===== src/rtl/lambda_argmax_pkg.sv =====
// Shared types for the timing-metric argmax stage: metric/angle widths,
// the signed sample types and the search FSM encoding.
package lambda_argmax_pkg;

  localparam int LAMBDA_W        = 14;  // signed Q6.8 metric
  localparam int ANG_W           = 12;  // signed gamma angle
  localparam int WIN_LEN_DEFAULT = 80;  // N + L with N=64, CP=16

  typedef logic signed [LAMBDA_W-1:0] lambda_t;
  typedef logic signed [ANG_W-1:0]    ang_t;

  // Metric and the angle that travels with it.
  typedef struct packed {
    lambda_t val;
    ang_t    ang;
  } sample_t;

  typedef enum logic {
    ST_IDLE,
    ST_SEARCH
  } state_t;

  // Strictly greater, so that equal metrics keep the earliest index.
  function automatic logic beats(input lambda_t cand, input lambda_t best);
    return cand > best;
  endfunction

endpackage


===== src/rtl/argmax_out_buf.sv =====
// Valid/ready holding register for the argmax result. A new result always
// wins; overwriting an unconsumed result raises a sticky overrun flag.
module argmax_out_buf
  import lambda_argmax_pkg::*;
#(
  parameter int IDX_W = 7
) (
  input  logic             clk,
  input  logic             rst,
  input  logic             clear,
  input  logic             load,
  input  logic [IDX_W-1:0] load_idx,
  input  lambda_t          load_val,
  input  ang_t             load_ang,
  input  logic             ready,
  output logic             valid,
  output logic [IDX_W-1:0] idx,
  output lambda_t          val,
  output ang_t             ang,
  output logic             overrun
);

  always_ff @(posedge clk) begin
    if (!rst) begin
      valid   <= 1'b0;
      overrun <= 1'b0;
      idx     <= '0;
      val     <= '0;
      ang     <= '0;
    end else if (clear) begin
      // Dropping the held result also zeroes the data it carried.
      valid   <= 1'b0;
      overrun <= 1'b0;
      idx     <= '0;
      val     <= '0;
      ang     <= '0;
    end else if (load) begin
      idx   <= load_idx;
      val   <= load_val;
      ang   <= load_ang;
      valid <= 1'b1;
      if (valid && !ready) begin
        overrun <= 1'b1;
      end
    end else if (valid && ready) begin
      valid <= 1'b0;
    end
  end

endmodule


===== src/rtl/lambda_argmax.sv =====
// Windowed argmax over the timing metric lambda: finds theta (index of the
// maximum) and the gamma angle aligned with it, then hands them downstream.
module lambda_argmax
  import lambda_argmax_pkg::*;
#(
  parameter int WIN_LEN = WIN_LEN_DEFAULT,
  parameter int IDX_W   = $clog2(WIN_LEN)
) (
  input  logic             clk,
  input  logic             rst,
  input  logic             en,
  input  logic             sync_clear,
  input  logic             lambda_valid,
  input  lambda_t          lambda_in,
  input  ang_t             ang_in,
  output logic             out_valid,
  input  logic             out_ready,
  output logic [IDX_W-1:0] theta_idx,
  output lambda_t          lambda_max,
  output ang_t             ang_at_max,
  output logic             overrun
);

  localparam logic [IDX_W-1:0] LAST_IDX = IDX_W'(WIN_LEN - 1);

  state_t           state_q, state_d;
  logic [IDX_W-1:0] cnt_q, cnt_d;
  sample_t          best_q, best_d;
  logic [IDX_W-1:0] best_idx_q, best_idx_d;

  // Post-compare candidate: the running best after considering lambda_in.
  sample_t          cand;
  logic [IDX_W-1:0] cand_idx;
  logic             res_load;

  always_comb begin
    // NOTE: every output of this block gets a default first, so no path can
    // leave a value unassigned and infer a latch.
    state_d    = state_q;
    cnt_d      = cnt_q;
    best_d     = best_q;
    best_idx_d = best_idx_q;
    res_load   = 1'b0;
    cand       = best_q;
    cand_idx   = best_idx_q;

    if (beats(lambda_in, best_q.val)) begin
      cand     = '{val: lambda_in, ang: ang_in};
      cand_idx = cnt_q;
    end

    if (sync_clear) begin
      state_d = ST_IDLE;
      cnt_d   = '0;
    end else begin
      unique case (state_q)
        ST_IDLE: begin
          // First sample of a window loads without any comparison.
          if (en && lambda_valid) begin
            best_d     = '{val: lambda_in, ang: ang_in};
            best_idx_d = '0;
            cnt_d      = IDX_W'(1);
            state_d    = ST_SEARCH;
          end
        end
        ST_SEARCH: begin
          if (!en) begin
            state_d = ST_IDLE;
            cnt_d   = '0;
          end else if (lambda_valid) begin
            best_d     = cand;
            best_idx_d = cand_idx;
            if (cnt_q == LAST_IDX) begin
              res_load = 1'b1;
              cnt_d    = '0;
              state_d  = ST_IDLE;
            end else begin
              cnt_d = cnt_q + IDX_W'(1);
            end
          end
        end
        default: begin
          state_d = ST_IDLE;
          cnt_d   = '0;
        end
      endcase
    end
  end

  // NOTE: state registers use non-blocking assignments so every flop samples
  // the pre-edge values; blocking here would create order-dependent races.
  always_ff @(posedge clk) begin
    if (!rst) begin
      // NOTE: these are a handful of flops, not a memory, so resetting them
      // is cheap and gives deterministic results after reset.
      state_q    <= ST_IDLE;
      cnt_q      <= '0;
      best_q     <= '0;
      best_idx_q <= '0;
    end else begin
      state_q    <= state_d;
      cnt_q      <= cnt_d;
      best_q     <= best_d;
      best_idx_q <= best_idx_d;
    end
  end

  argmax_out_buf #(
    .IDX_W(IDX_W)
  ) u_out_buf (
    .clk      (clk),
    .rst      (rst),
    .clear    (sync_clear),
    .load     (res_load),
    .load_idx (cand_idx),
    .load_val (cand.val),
    .load_ang (cand.ang),
    .ready    (out_ready),
    .valid    (out_valid),
    .idx      (theta_idx),
    .val      (lambda_max),
    .ang      (ang_at_max),
    .overrun  (overrun)
  );

endmodule


===== config.mk =====
export PLATFORM = sky130hd
export DESIGN_NAME = lambda_argmax
export DESIGN_NICKNAME = d
export VERILOG_FILES = /design/src/rtl/lambda_argmax_pkg.sv /design/src/rtl/argmax_out_buf.sv /design/src/rtl/lambda_argmax.sv
export SDC_FILE = /design/constraint.sdc
export NUM_CORES = 1
export LEC_CHECK = 0
export ABC_AREA = 1
export ABC_CLOCK_PERIOD_IN_PS = 5600
export CORE_UTILIZATION = 60
export DETAILED_ROUTE_END_ITERATION = 7
export DONT_BUFFER_PORTS = 1
export PLACE_DENSITY_LB_ADDON = 0.05
export SKIP_CTS_REPAIR_TIMING = 1
export SLEW_MARGIN = 15
export SYNTH_ARGS = -nofsm -noshare
export SYNTH_HDL_FRONTEND = slang
export SYNTH_SLANG_ARGS = --single-unit

===== constraint.sdc =====
create_clock -name clk -period 5.6 [get_ports clk]
set_clock_uncertainty 0.1 [all_clocks]
set_input_delay 1.12 -clock clk [delete_from_list [all_inputs] [get_ports clk]]
set_output_delay 1.12 -clock clk [all_outputs]
set_load 0.02 [all_outputs]

==> impl_table.tex, run 1 <==
\begin{tabular}{lr}
\hline
Metric & Value \\
\hline
\multicolumn{2}{l}{\textbf{Hold path}} \\
\quad Critical hold path startpoint & best\_idx\_q[2] \\
\quad Endpoint of the worst hold path & best\_idx\_q[2] \\
\quad Worst hold path type & reg2reg \\
\quad Hold Path Stages & 2 \\
\multicolumn{2}{l}{\textbf{Routing}} \\
\quad Average wire per standard cell & 13.6 um \\
\quad Average via count per standard cell & 5.42 \\
\quad Pre-Repair DR Iteration Count & 4 \\
\quad Drt initial violations & 212 \\
\quad Remaining number of nets flagged by the antenna check after routing & 0 \\
\quad Final WL & 9.28 mm \\
\quad Count of vias placed by the detailed router & 3691 \\
\quad DRC violation count after routing & 0 \\
\multicolumn{2}{l}{\textbf{STA}} \\
\quad Transition at the pin with the smallest max-transition slack & 1.08 ns \\
\quad Final sum of negative setup slack & 0 ns \\
\quad Worst slew margin relative to its limit & 27.9\% \\
\quad Min Clock Period, post-route & 3.52 ns \\
\quad Number of max-slew violations in the final report & 0 \\
\quad Final setup fails & 0 \\
\quad Post-route worst setup slack & 2.08 ns \\
\quad Endpoints failing hold & 0 \\
\quad Worst hold-check slack & 0.367 ns \\
\quad Highest achievable clock rate & 0.284 GHz \\
\quad Crit share post-route & 62.8\% \\
\quad Setup repair after global routing missed its margin & no \\
\multicolumn{2}{l}{\textbf{Synth}} \\
\quad FF+latch count, synth & 76 \\
\quad Gate count of the mapped netlist & 599 \\
\quad Proportion of synthesized chip area in sequential cells & 35.6\% \\
\quad Area of the mapped netlist & 4270 um\^{}2 \\
\quad Post-synth top area share & 35.6\% \\
\quad Most used flip-flop cell after synthesis & sky130\_fd\_sc\_hd\_\_dfxtp\_1 \\
\quad Cell type contributing the most total cell area after synthesis & sky130\_fd\_sc\_hd\_\_dfxtp\_1 \\
\quad Async S/R FF share, synth & 0\% \\
\quad Syn nets & 646 \\
\quad Number of warning messages in the yosys log & 0 \\
\quad Number of flops mapped to enable cells by yosys & 0 \\
\quad Synth unique cells & 35 \\
\quad Mean post-synth cell area & 7.14 um\^{}2 \\
\quad Top area cells in the synthesized netlist & sky130\_fd\_sc\_hd\_\_dfxtp\_1 36\%, sky130\_fd\_sc\_hd\_\_nand3\_1 10\%, sky130\_fd\_sc\_hd\_\_nand2\_1 8.9\% \\
\multicolumn{2}{l}{\textbf{Worst setup path}} \\
\quad Critical path data arrival time & 3.69 ns \\
\quad Critical path start-end classification & in2reg \\
\quad Start point of the critical path & lambda\_in[13] \\
\quad Crit path top cell by count & sky130\_fd\_sc\_hd\_\_nand2\_1 \\
\quad Buffers \& Inverters on Critical Path & 3 \\
\quad Startpoint of the most critical register-to-register path & best\_q[25] \\
\quad Max Fanout on Critical Path & 27 \\
\quad CP startpoint kind & input port \\
\quad Worst path slowest cell & sky130\_fd\_sc\_hd\_\_nand3\_2 \\
\quad Worst Reg2Reg Path Length in Cells & 13 \\
\quad Crit end category & flop \\
\quad Worst EP required & 5.77 ns \\
\quad Critical Path Max Stage Delay & 0.63 ns \\
\quad Top cell family by delay on the critical path & simple AND/OR/NAND/NOR gates \\
\quad Slack of the worst reg-to-reg path & 2.42 ns \\
\quad Capturing point of the worst reg2reg path & u\_out\_buf.idx[5] \\
\quad Cells traversed along the worst timing path & ha\_1, nand2\_1, nor2\_2, inv\_2, nor2\_4, nand4\_4, nand3\_2, buf\_4, nand2\_1, o21ai\_0, a21o\_1, inv\_1 \\
\multicolumn{2}{l}{\textbf{Clock network}} \\
\quad H-Tree Level Count & 3 \\
\quad Buffer cell driving the clock tree root & sky130\_fd\_sc\_hd\_\_clkbuf\_8 \\
\quad Total clock buffers created by CTS & 9 \\
\quad Clock Latency Late Sink & 0.35 ns \\
\quad TritonCTS clock tree & built \\
\quad Clock sink count & 76 \\
\quad Worst-path clk slew & 0.10 ns \\
\quad Clock Tree Buf Depth & 2 \\
\multicolumn{2}{l}{\textbf{Layout}} \\
\quad Post-Layout Cell Count & 681 \\
\quad Most frequent cells in the layout & 100 x sky130\_fd\_sc\_hd\_\_nand2\_1, 86 x sky130\_fd\_sc\_hd\_\_nand3\_1, 76 x sky130\_fd\_sc\_hd\_\_inv\_1, 75 x sky130\_fd\_sc\_hd\_\_dfxtp\_1, 61 x sky130\_fd\_sc\_hd\_\_nor2\_1 \\
\quad Final-layout fill cell count & 634 \\
\quad Number of inserted diodes & 0 \\
\quad Area taken by flip-flops and latches & 1520 um\^{}2 \\
\quad Area added between synthesis and finish & 2.87\% \\
\quad Final Net Count & 627 \\
\quad Most frequent standard cell in the layout excluding fill and tap cells & sky130\_fd\_sc\_hd\_\_nand2\_1 \\
\quad Ratio of cells with drive above 1 in the final layout & 12.3\% \\
\quad Area used by multi-input combinational logic & 2210 um\^{}2 \\
\multicolumn{2}{l}{\textbf{Power}} \\
\quad Max IR drop VDD & 147 uV \\
\quad Power density of the placed cells & 256 nW/um\^{}2 \\
\quad LEAKAGE & 0.00182 uW \\
\quad Post-route total power & 1130 uW \\
\multicolumn{2}{l}{\textbf{Run}} \\
\quad Max-capacitance violation count & 0 \\
\multicolumn{2}{l}{\textbf{Placement}} \\
\quad Weighted congestion reported at the end of routability-driven placement & 0.848 \\
\quad Post-place setup slack & 1.69 ns \\
\quad DP HPWL & 6.15 mm \\
\quad Count of buffers inserted at the top-level ports & 0 \\
\quad Number of placed instances, taps included & 665 \\
\multicolumn{2}{l}{\textbf{Die}} \\
\quad Die Y-Extent & 86.4 um \\
\quad Core Footprint & 6830 um\^{}2 \\
\quad Die area & 7460 um\^{}2 \\
\quad Width of the chip & 86.4 um \\
\quad Count of pins on the block boundary & 67 \\
\quad Site Rows & 30 \\
\quad Effective utilization at floorplan & 62.6\% \\
\multicolumn{2}{l}{\textbf{Run status}} \\
\quad Status & completed \\
\multicolumn{2}{l}{\textbf{Global routing}} \\
\quad Antenna violations before repair & 0 \\
\quad Pin count of the biggest net entering global routing & 60 \\
\quad Total track usage & 26.5\% \\
\quad Via count of the first global-routing pass & 3393 \\
\quad Global-route congestion overflow total & 0 \\
\quad First-pass GRT wire length & 15.6 mm \\
\hline
\end{tabular}
metal layers:
layer	vias to the layer above	track usage [%]	wire [um]
met1	1668	35.5	4400
met5	-	0	0
li1	1924	-	-
met2	88	42.4	4180
met3	11	5.81	568
met4	0	8.94	135
sequential cells by signal, summed over array words and instances, names as in the netlist:
name / cells
best_idx_q: 7
best_q: 26
cnt_q: 7
state_q: 1
u_out_buf.ang: 12
u_out_buf.idx: 7
u_out_buf.overrun: 1
u_out_buf.val: 14
u_out_buf.valid: 1
worst min-delay path, cell delays in order, from the launching register on:
cell                      delay [ns]
sky130_fd_sc_hd__dfxtp_1        0.32
sky130_fd_sc_hd__nand2_1        0.06
sky130_fd_sc_hd__a21oi_1        0.05
kinds of logic (layout without fill, tap and decap cells):
family	Yosys count	count (layout)	share of synthesized area, %
and+or+nand+nor	286	286	30.9
buffers and inverters	115	101	12.8
AOI/OAI and AO/OA	106	106	16.1
DFF	76	76	35.6
adders and majority gates	15	15	4.39
xor gates and xnor gates	1	1	0.205
cell type report:
| cell class | instances | share of cell area [%] |
|---|---|---|
| Clock inverter | 7 | 1.88 |
| Tap cell | 96 | 2.73 |
| Multi-Input combinational cell | 408 | 50.3 |
| Inverter | 80 | 6.83 |
| Timing Repair Buffer | 5 | 0.854 |
| Clock buffer | 9 | 2.82 |
| Sequential cell | 76 | 34.6 |
report_power, final:
group | switching, uW | internal [uW]
Sequential | 9.18 | 547
Clock | 228 | 213
Combinational | 90.7 | 39.3
synthesized netlist by cell type, drive strengths merged, types with 2 or more instances:
cell / n
a21o: 7
a21oi: 44
a311oi: 2
buf: 16
clkbuf: 16
dfxtp: 76
dlygate4sd3: 2
ha: 15
inv: 79
nand2: 127
nand3: 87
nand4: 2
nor2: 65
nor3: 5
o211ai: 34
o21ai: 17
through the flow:
stage | util [%] | cell area, um^2
6_report | 64.4 | 4400
5_1_grt | 64.4 | 4400
4_1_cts | 64.4 | 4400
3_5_place_dp | 61.3 | 4190
3_3_place_gp | 61.3 | 4190
2_1_floorplan | - | 4270
how the worst max path moves through the flow:
| stage | endpoint | slack [ns] | cells after the start |
|---|---|---|---|
| 2_1_floorplan | best_q[16] | 2.76 | 15 |
| 3_3_place_gp | u_out_buf.idx[5] | 1.78 | 12 |
| 3_5_place_dp | u_out_buf.idx[5] | 1.69 | 12 |
| 4_1_cts | u_out_buf.idx[5] | 2.07 | 12 |
| 5_1_grt | best_q[3] | 1.90 | 12 |
| 6_report | u_out_buf.idx[5] | 2.08 | 12 |
(Power assumes the default switching activity.)
==> run 2, diff against run 1 <==
ABC_CLOCK_PERIOD_IN_PS = 2900   (was 5600)
CORE_UTILIZATION = 58   (was 60)
clock period = 2.9 ns   (was 5.6 ns; I/O delays follow)
==> run 2 against run 1 <==
Compared with the run above: register-to-register slack worse by 1.9 ns; clock power up 110%; combinational power up 110%; utilization up 0.18 points; via count up 2.5%; non-clock buffer count up 8; clock-buffer cell count up 1; highest routed layer unchanged.
==> impl_table.tex, run 2 (synthesized netlist as in run 1, its figures left out) <==
\begin{tabular}{lr}
\hline
Metric & Value \\
\hline
\multicolumn{2}{l}{\textbf{Routing}} \\
\quad Drt initial violations & 175 \\
\quad Final WL & 9.73 mm \\
\quad Count of vias placed by the detailed router & 3784 \\
\quad Remaining number of nets flagged by the antenna check after routing & 0 \\
\quad Average via count per standard cell & 5.49 \\
\quad Average wire per standard cell & 14.1 um \\
\quad DRC violation count after routing & 0 \\
\quad Pre-Repair DR Iteration Count & 4 \\
\multicolumn{2}{l}{\textbf{Power}} \\
\quad Post-route total power & 2280 uW \\
\quad LEAKAGE & 0.00187 uW \\
\quad Internal Dissipation & 1660 uW \\
\quad Power density of the placed cells & 509 nW/um\^{}2 \\
\quad Logic pwr share & 11.8\% \\
\quad Clk pwr share & 41.4\% \\
\quad Sequential group share of total power & 46.9\% \\
\quad Power spent charging and discharging nets & 625 uW \\
\quad Share of total power consumed by net switching & 27.4\% \\
\quad Max IR drop VDD & 323 uV \\
\multicolumn{2}{l}{\textbf{Clock network}} \\
\quad Total clock buffers created by CTS & 9 \\
\quad Clock Tree Buf Depth & 2 \\
\quad H-Tree Level Count & 3 \\
\quad Buffer cell driving the clock tree root & sky130\_fd\_sc\_hd\_\_clkbuf\_8 \\
\quad Clock sink count & 76 \\
\quad Clock Latency Late Sink & 0.35 ns \\
\quad Worst-path clk slew & 0.08 ns \\
\quad TritonCTS clock tree & built \\
\multicolumn{2}{l}{\textbf{Die}} \\
\quad Site Rows & 30 \\
\quad Count of pins on the block boundary & 67 \\
\quad Effective utilization at floorplan & 61.5\% \\
\quad Die area & 7720 um\^{}2 \\
\quad Core Footprint & 6940 um\^{}2 \\
\quad Width of the chip & 87.8 um \\
\quad Die Y-Extent & 87.8 um \\
\multicolumn{2}{l}{\textbf{Worst setup path}} \\
\quad Crit end category & flop \\
\quad Top cell family by delay on the critical path & simple AND/OR/NAND/NOR gates \\
\quad Buffers \& Inverters on Critical Path & 4 \\
\quad Logic depth of the worst path, buffers included & 15 \\
\quad Max Fanout on Critical Path & 28 \\
\quad Critical path start-end classification & reg2reg \\
\quad CP startpoint kind & flop \\
\quad Worst path slowest cell & sky130\_fd\_sc\_hd\_\_dfxtp\_1 \\
\quad Cells traversed along the worst timing path & inv\_1, ha\_1, nand2\_1, nor2\_2, inv\_2, nor2\_4, nand2\_2, nand2\_2, nand2\_1, nand3\_2, buf\_4, nand2\_1, o21ai\_0, a21o\_1, inv\_1 \\
\quad Worst Reg2Reg Path Length in Cells & 15 \\
\quad Worst EP required & 3.06 ns \\
\quad Critical path data arrival time & 2.57 ns \\
\quad Crit path top cell by count & sky130\_fd\_sc\_hd\_\_nand2\_1 \\
\quad Critical Path Max Stage Delay & 0.37 ns \\
\multicolumn{2}{l}{\textbf{Hold path}} \\
\quad Hold Path Stages & 2 \\
\quad Worst hold path type & in2reg \\
\multicolumn{2}{l}{\textbf{Global routing}} \\
\quad Global-route congestion overflow total & 0 \\
\quad Antenna violations before repair & 0 \\
\quad Pin count of the biggest net entering global routing & 48 \\
\quad Via count of the first global-routing pass & 3589 \\
\quad First-pass GRT wire length & 16.1 mm \\
\quad Total track usage & 26.9\% \\
\multicolumn{2}{l}{\textbf{Layout}} \\
\quad Ratio of cells with drive above 1 in the final layout & 13.5\% \\
\quad Most frequent cells in the layout & 100 x sky130\_fd\_sc\_hd\_\_nand2\_1, 86 x sky130\_fd\_sc\_hd\_\_nand3\_1, 76 x sky130\_fd\_sc\_hd\_\_inv\_1, 75 x sky130\_fd\_sc\_hd\_\_dfxtp\_1, 61 x sky130\_fd\_sc\_hd\_\_nor2\_1 \\
\quad Final Net Count & 635 \\
\quad Area taken by flip-flops and latches & 1520 um\^{}2 \\
\quad Area added between synthesis and finish & 4.86\% \\
\quad Post-Layout Cell Count & 689 \\
\quad Largest register FFs & 26 \\
\quad Most frequent standard cell in the layout excluding fill and tap cells & sky130\_fd\_sc\_hd\_\_nand2\_1 \\
\quad Summed area of non-filler cells in the final layout & 4480 um\^{}2 \\
\quad Top flop regs & best\_q: 26 flops, u\_out\_buf.val: 14 flops, u\_out\_buf.ang: 12 flops \\
\quad Most flops, register & best\_q \\
\quad Area used by multi-input combinational logic & 2210 um\^{}2 \\
\quad Final-layout fill cell count & 649 \\
\quad Final standard cell utilization of the core & 64.5\% \\
\quad Number of inserted diodes & 0 \\
\multicolumn{2}{l}{\textbf{STA}} \\
\quad Worst slew margin relative to its limit & 52.0\% \\
\quad Setup repair after global routing missed its margin & no \\
\quad Transition at the pin with the smallest max-transition slack & 0.720 ns \\
\quad Final setup fails & 0 \\
\quad Endpoints failing hold & 0 \\
\quad Crit share post-route & 83.0\% \\
\quad Min Clock Period, post-route & 2.41 ns \\
\quad Highest achievable clock rate & 0.415 GHz \\
\quad Number of max-slew violations in the final report & 0 \\
\quad Final sum of negative setup slack & 0 ns \\
\multicolumn{2}{l}{\textbf{Placement}} \\
\quad Number of placed instances, taps included & 673 \\
\quad Cell area after placement & 4250 um\^{}2 \\
\quad Count of buffers inserted at the top-level ports & 0 \\
\quad DP HPWL & 6.52 mm \\
\quad Weighted congestion reported at the end of routability-driven placement & 0.861 \\
\multicolumn{2}{l}{\textbf{Run}} \\
\quad Max-capacitance violation count & 0 \\
\multicolumn{2}{l}{\textbf{Run status}} \\
\quad Status & completed \\
\hline
\end{tabular}
[run 2: cell count changes in the layout (fill, tap and decap cells not counted)]
cell	delta
sky130_fd_sc_hd__buf_4	+8
sky130_fd_sc_hd__bufinv_16	+1
sky130_fd_sc_hd__clkbuf_8	+1
sky130_fd_sc_hd__clkinvlp_4	-1
sky130_fd_sc_hd__inv_8	-1
[run 2: path summary, 6_finish.rpt]
kind | endpoint | from | slack, ns
setup / recovery | u_out_buf.idx[3] | best_q[25] | 0.49
hold / removal | cnt_q[1] | lambda_valid | 0.29
setup reg to reg | u_out_buf.idx[3] | best_q[25] | 0.49
hold reg to reg | best_idx_q[6] | best_idx_q[6] | 0.37
[run 2: area by class of cell]
type | instances | share of cell area, %
multi-input combinational | 408 | 49.3
timing repair buffer | 13 | 2.18
inverter | 80 | 6.70
clock inverter | 6 | 2.09
clock buffer | 10 | 3.07
sequential | 76 | 34.0
tap | 96 | 2.68
[run 2: power by group through the flow]
stage / clock network, uW / registers [uW] / logic [uW]
global route: 1000 / 1070 / 306
CTS: 964 / 1070 / 269
finish: 943 / 1070 / 268
global placement: 0 / 1090 / 259
detailed placement: 0 / 1090 / 268
floorplan: 0 / 1090 / 239
[run 2: layer usage]
layer	wire (um)	GRT usage, %	up-vias
li1	-	-	1941
met1	4540	33.5	1747
met2	4460	44.5	81
met3	570	6.69	15
met4	163	10.9	0
met5	0	0	-
[run 2: metrics by stage]
stage	hold slack (ns)	worst slack, ns
finish	0.291	0.492
global route	0.309	0.284
CTS	0.286	0.499
detailed placement	0.357	0.340
global placement	0.353	0.443
floorplan	0.345	0.600
==> run 3, diff against run 2 <==
ABC_AREA = 0   (was 1)
ABC_CLOCK_PERIOD_IN_PS = 2000   (was 2900)
CORE_UTILIZATION = 57   (was 58)
clock period = 2 ns   (was 2.9 ns; I/O delays follow)
==> run 3 against run 2 <==
Compared with the run above: the flow now finishes with violations (setup timing); global-route usage rose by 2.3 points; die area down 6.4%; non-clock buffer count increased by 57; synthesized cell count down 23%; sequential share of layout area down 3.1 points; sequential cell count unchanged; via count increased by 0.29%; highest routed layer unchanged; setup slack worse by 0.91 ns.
==> impl_table.tex, run 3 <==
\begin{tabular}{lr}
\hline
Metric & Value \\
\hline
\multicolumn{2}{l}{\textbf{Synth}} \\
\quad FF+latch count, synth & 76 \\
\quad Async S/R FF share, synth & 0\% \\
\quad Mean post-synth cell area & 8.54 um\^{}2 \\
\quad Syn nets & 507 \\
\quad Synth unique cells & 37 \\
\quad Top area cells in the synthesized netlist & sky130\_fd\_sc\_hd\_\_dfxtp\_1 39\%, sky130\_fd\_sc\_hd\_\_o221a\_2 8.9\%, sky130\_fd\_sc\_hd\_\_nor2\_1 6.8\% \\
\quad Most frequently used cell type in the post-synthesis netlist & sky130\_fd\_sc\_hd\_\_dfxtp\_1 \\
\quad Cell type contributing the most total cell area after synthesis & sky130\_fd\_sc\_hd\_\_dfxtp\_1 \\
\quad Proportion of synthesized chip area in sequential cells & 38.8\% \\
\quad Most used flip-flop cell after synthesis & sky130\_fd\_sc\_hd\_\_dfxtp\_1 \\
\quad Gate count of the mapped netlist & 460 \\
\quad Post-synth top area share & 38.8\% \\
\quad Commonest cells in the netlist & 76 x sky130\_fd\_sc\_hd\_\_dfxtp\_1, 71 x sky130\_fd\_sc\_hd\_\_nor2\_1, 36 x sky130\_fd\_sc\_hd\_\_nand3\_1 \\
\quad Area of the mapped netlist & 3930 um\^{}2 \\
\quad Number of warning messages in the yosys log & 0 \\
\quad Number of flops mapped to enable cells by yosys & 0 \\
\multicolumn{2}{l}{\textbf{Layout}} \\
\quad Area taken by flip-flops and latches & 1530 um\^{}2 \\
\quad Final-layout fill cell count & 442 \\
\quad Most flops, register & best\_q \\
\quad Area added between synthesis and finish & 26.0\% \\
\quad Post-Layout Cell Count & 583 \\
\quad Top flop regs & best\_q: 26 flops, u\_out\_buf.val: 14 flops, u\_out\_buf.ang: 12 flops \\
\quad Number of inserted diodes & 0 \\
\quad Largest register FFs & 26 \\
\quad Final Net Count & 548 \\
\quad Ratio of cells with drive above 1 in the final layout & 28.5\% \\
\quad Most frequent cells in the layout & 71 x sky130\_fd\_sc\_hd\_\_nor2\_1, 71 x sky130\_fd\_sc\_hd\_\_dfxtp\_1, 44 x sky130\_fd\_sc\_hd\_\_buf\_4, 34 x sky130\_fd\_sc\_hd\_\_nand3\_1, 29 x sky130\_fd\_sc\_hd\_\_nand4\_1 \\
\quad Area used by multi-input combinational logic & 2350 um\^{}2 \\
\multicolumn{2}{l}{\textbf{Global routing}} \\
\quad Antenna violations before repair & 0 \\
\quad Pin count of the biggest net entering global routing & 83 \\
\quad Total track usage & 29.2\% \\
\quad Global-route congestion overflow total & 0 \\
\quad First-pass GRT wire length & 16.8 mm \\
\quad Via count of the first global-routing pass & 3479 \\
\multicolumn{2}{l}{\textbf{Power}} \\
\quad LEAKAGE & 0.00198 uW \\
\quad Share of total power consumed by net switching & 28.4\% \\
\quad Power spent charging and discharging nets & 1010 uW \\
\quad Internal Dissipation & 2550 uW \\
\quad Sequential group share of total power & 45.4\% \\
\quad Max IR drop VDD & 514 uV \\
\quad Post-route total power & 3560 uW \\
\quad Power density of the placed cells & 720 nW/um\^{}2 \\
\quad Logic pwr share & 19.5\% \\
\quad Clk pwr share & 35.1\% \\
\multicolumn{2}{l}{\textbf{STA}} \\
\quad Min Clock Period, post-route & 2.42 ns \\
\quad Number of max-slew violations in the final report & 0 \\
\quad Worst slew margin relative to its limit & 57.9\% \\
\quad Setup repair after global routing missed its margin & yes \\
\quad Post-route worst setup slack & -0.418 ns \\
\quad Final setup fails & 66 \\
\quad Highest achievable clock rate & 0.414 GHz \\
\quad Transition at the pin with the smallest max-transition slack & 0.630 ns \\
\quad Endpoints failing hold & 0 \\
\quad Crit share post-route & 121\% \\
\multicolumn{2}{l}{\textbf{Worst setup path}} \\
\quad Worst EP required & 2.16 ns \\
\quad Capturing point of the worst reg2reg path & u\_out\_buf.ang[6] \\
\quad Worst Reg2Reg Path Length in Cells & 9 \\
\quad Top cell family by delay on the critical path & compound AO/OA/AOI/OAI gates \\
\quad Worst path slowest cell & sky130\_fd\_sc\_hd\_\_dfxtp\_2 \\
\quad Max Fanout on Critical Path & 19 \\
\quad Startpoint of the most critical register-to-register path & best\_q[14] \\
\quad Critical Path Max Stage Delay & 0.33 ns \\
\quad Crit end category & flop \\
\quad CP startpoint kind & flop \\
\quad Critical path data arrival time & 2.58 ns \\
\quad Slack of the worst reg-to-reg path & -0.42 ns \\
\quad Cells traversed along the worst timing path & inv\_1, ha\_1, nand4\_1, o21bai\_1, a311o\_1, a211o\_1, a21bo\_4, buf\_12, o221a\_2 \\
\quad Critical path start-end classification & reg2reg \\
\quad Buffers \& Inverters on Critical Path & 2 \\
\multicolumn{2}{l}{\textbf{Clock network}} \\
\quad Clock sink count & 76 \\
\quad Buffer cell driving the clock tree root & sky130\_fd\_sc\_hd\_\_clkbuf\_8 \\
\quad TritonCTS clock tree & built \\
\quad Worst-path clk slew & 0.09 ns \\
\quad Total clock buffers created by CTS & 9 \\
\quad Clock Tree Buf Depth & 2 \\
\quad Clock Latency Late Sink & 0.36 ns \\
\quad H-Tree Level Count & 3 \\
\multicolumn{2}{l}{\textbf{Die}} \\
\quad Count of pins on the block boundary & 67 \\
\quad Effective utilization at floorplan & 60.5\% \\
\quad Width of the chip & 85.0 um \\
\quad Site Rows & 29 \\
\quad Die Y-Extent & 85.0 um \\
\quad Die area & 7220 um\^{}2 \\
\quad Core Footprint & 6490 um\^{}2 \\
\multicolumn{2}{l}{\textbf{Routing}} \\
\quad Pre-Repair DR Iteration Count & 5 \\
\quad Final WL & 10.9 mm \\
\quad Count of vias placed by the detailed router & 3795 \\
\quad Drt initial violations & 344 \\
\quad Remaining number of nets flagged by the antenna check after routing & 0 \\
\quad Average wire per standard cell & 18.8 um \\
\quad DRC violation count after routing & 0 \\
\quad Average via count per standard cell & 6.51 \\
\multicolumn{2}{l}{\textbf{Hold path}} \\
\quad Endpoint of the worst hold path & state\_q \\
\quad Critical hold path startpoint & en \\
\quad Worst hold path type & in2reg \\
\quad Hold Path Stages & 1 \\
\multicolumn{2}{l}{\textbf{Run status}} \\
\quad Violated checks & setup timing \\
\quad Status & complete, but fails checks \\
\multicolumn{2}{l}{\textbf{Placement}} \\
\quad Count of buffers inserted at the top-level ports & 0 \\
\quad Weighted congestion reported at the end of routability-driven placement & 0.846 \\
\quad Number of placed instances, taps included & 553 \\
\quad DP HPWL & 6.90 mm \\
\multicolumn{2}{l}{\textbf{Run}} \\
\quad Max-capacitance violation count & 0 \\
\hline
\end{tabular}
[run 3: cell types whose count changed in the layout (fill, tap and decap cells not counted), sizes merged, moves of 29 or more]
cell	previous run	this run
a21oi	44	11
o211ai	34	2
buf	13	68
nand2	127	13
nand3	87	36
inv	81	19
o221a	0	31
nand2b	0	29
[run 3: logic make-up (layout without fill, tap and decap cells)]
family	Yosys count	count (layout)	share of synthesized area, %
xor gates and xnor gates	4	4	0.892
adders and majority gates	15	15	4.78
buffers and inverters	57	103	6.37
DFF	76	76	38.8
and+or+nand+nor	215	215	28.2
muxes	1	1	0.287
AOI/OAI and AO/OA	92	92	20.7
[run 3: how the worst max path moves through the flow]
stage | to | depth (start not counted) | slack [ns] | start
after floorplan | u_out_buf.ang[0] | 8 | -0.28 | lambda_in[5]
after global placement | u_out_buf.idx[6] | 9 | -0.37 | lambda_in[5]
after detailed placement | u_out_buf.ang[6] | 9 | -0.45 | lambda_in[5]
after CTS | u_out_buf.idx[2] | 10 | -0.48 | best_q[17]
after global routing | u_out_buf.val[5] | 10 | -0.50 | best_q[14]
final | u_out_buf.ang[6] | 9 | -0.42 | best_q[14]
[run 3: power groups by stage]
| stage | Combinational [uW] | Clock (uW) | Sequential [uW] |
|---|---|---|---|
| floorplan | 384 | 0 | 1640 |
| global placement | 564 | 0 | 1650 |
| detailed placement | 586 | 0 | 1650 |
| CTS | 589 | 1270 | 1610 |
| global route | 753 | 1330 | 1620 |
| finish | 696 | 1250 | 1620 |
[run 3: per-layer routing]
layer | track usage (%) | vias to the layer above | share of wire (%) | wire [um]
li1 | - | 1799 | - | -
met1 | 38.3 | 1796 | 43 | 4730
met2 | 47.4 | 181 | 46 | 5020
met3 | 7.59 | 19 | 8.9 | 978
met4 | 8.63 | 0 | 2.0 | 216
met5 | 0 | - | 0 | 0
[run 3: layout make-up]
| cell class | count | share of cell area, % |
|---|---|---|
| tap | 77 | 1.95 |
| clock buffer | 10 | 2.78 |
| sequential | 76 | 30.9 |
| inverter | 17 | 1.29 |
| multi-input combinational | 327 | 47.5 |
| timing repair buffer | 70 | 14.2 |
| clock inverter | 6 | 1.42 |
[run 3: stage by stage]
stage	worst slack, ns	hold slack (ns)	utilization (%)	TNS (ns)	cell area (um^2)
final	-0.418	0.0779	76.2	-21.24	4950
after global routing	-0.501	0.0641	76.2	-26.66	4950
after CTS	-0.481	0.0676	70.3	-20.68	4570
after detailed placement	-0.455	0.371	67.1	-20.18	4360
after global placement	-0.371	0.363	67.1	-15.26	4360
after floorplan	-0.281	0.340	-	-12.78	3970
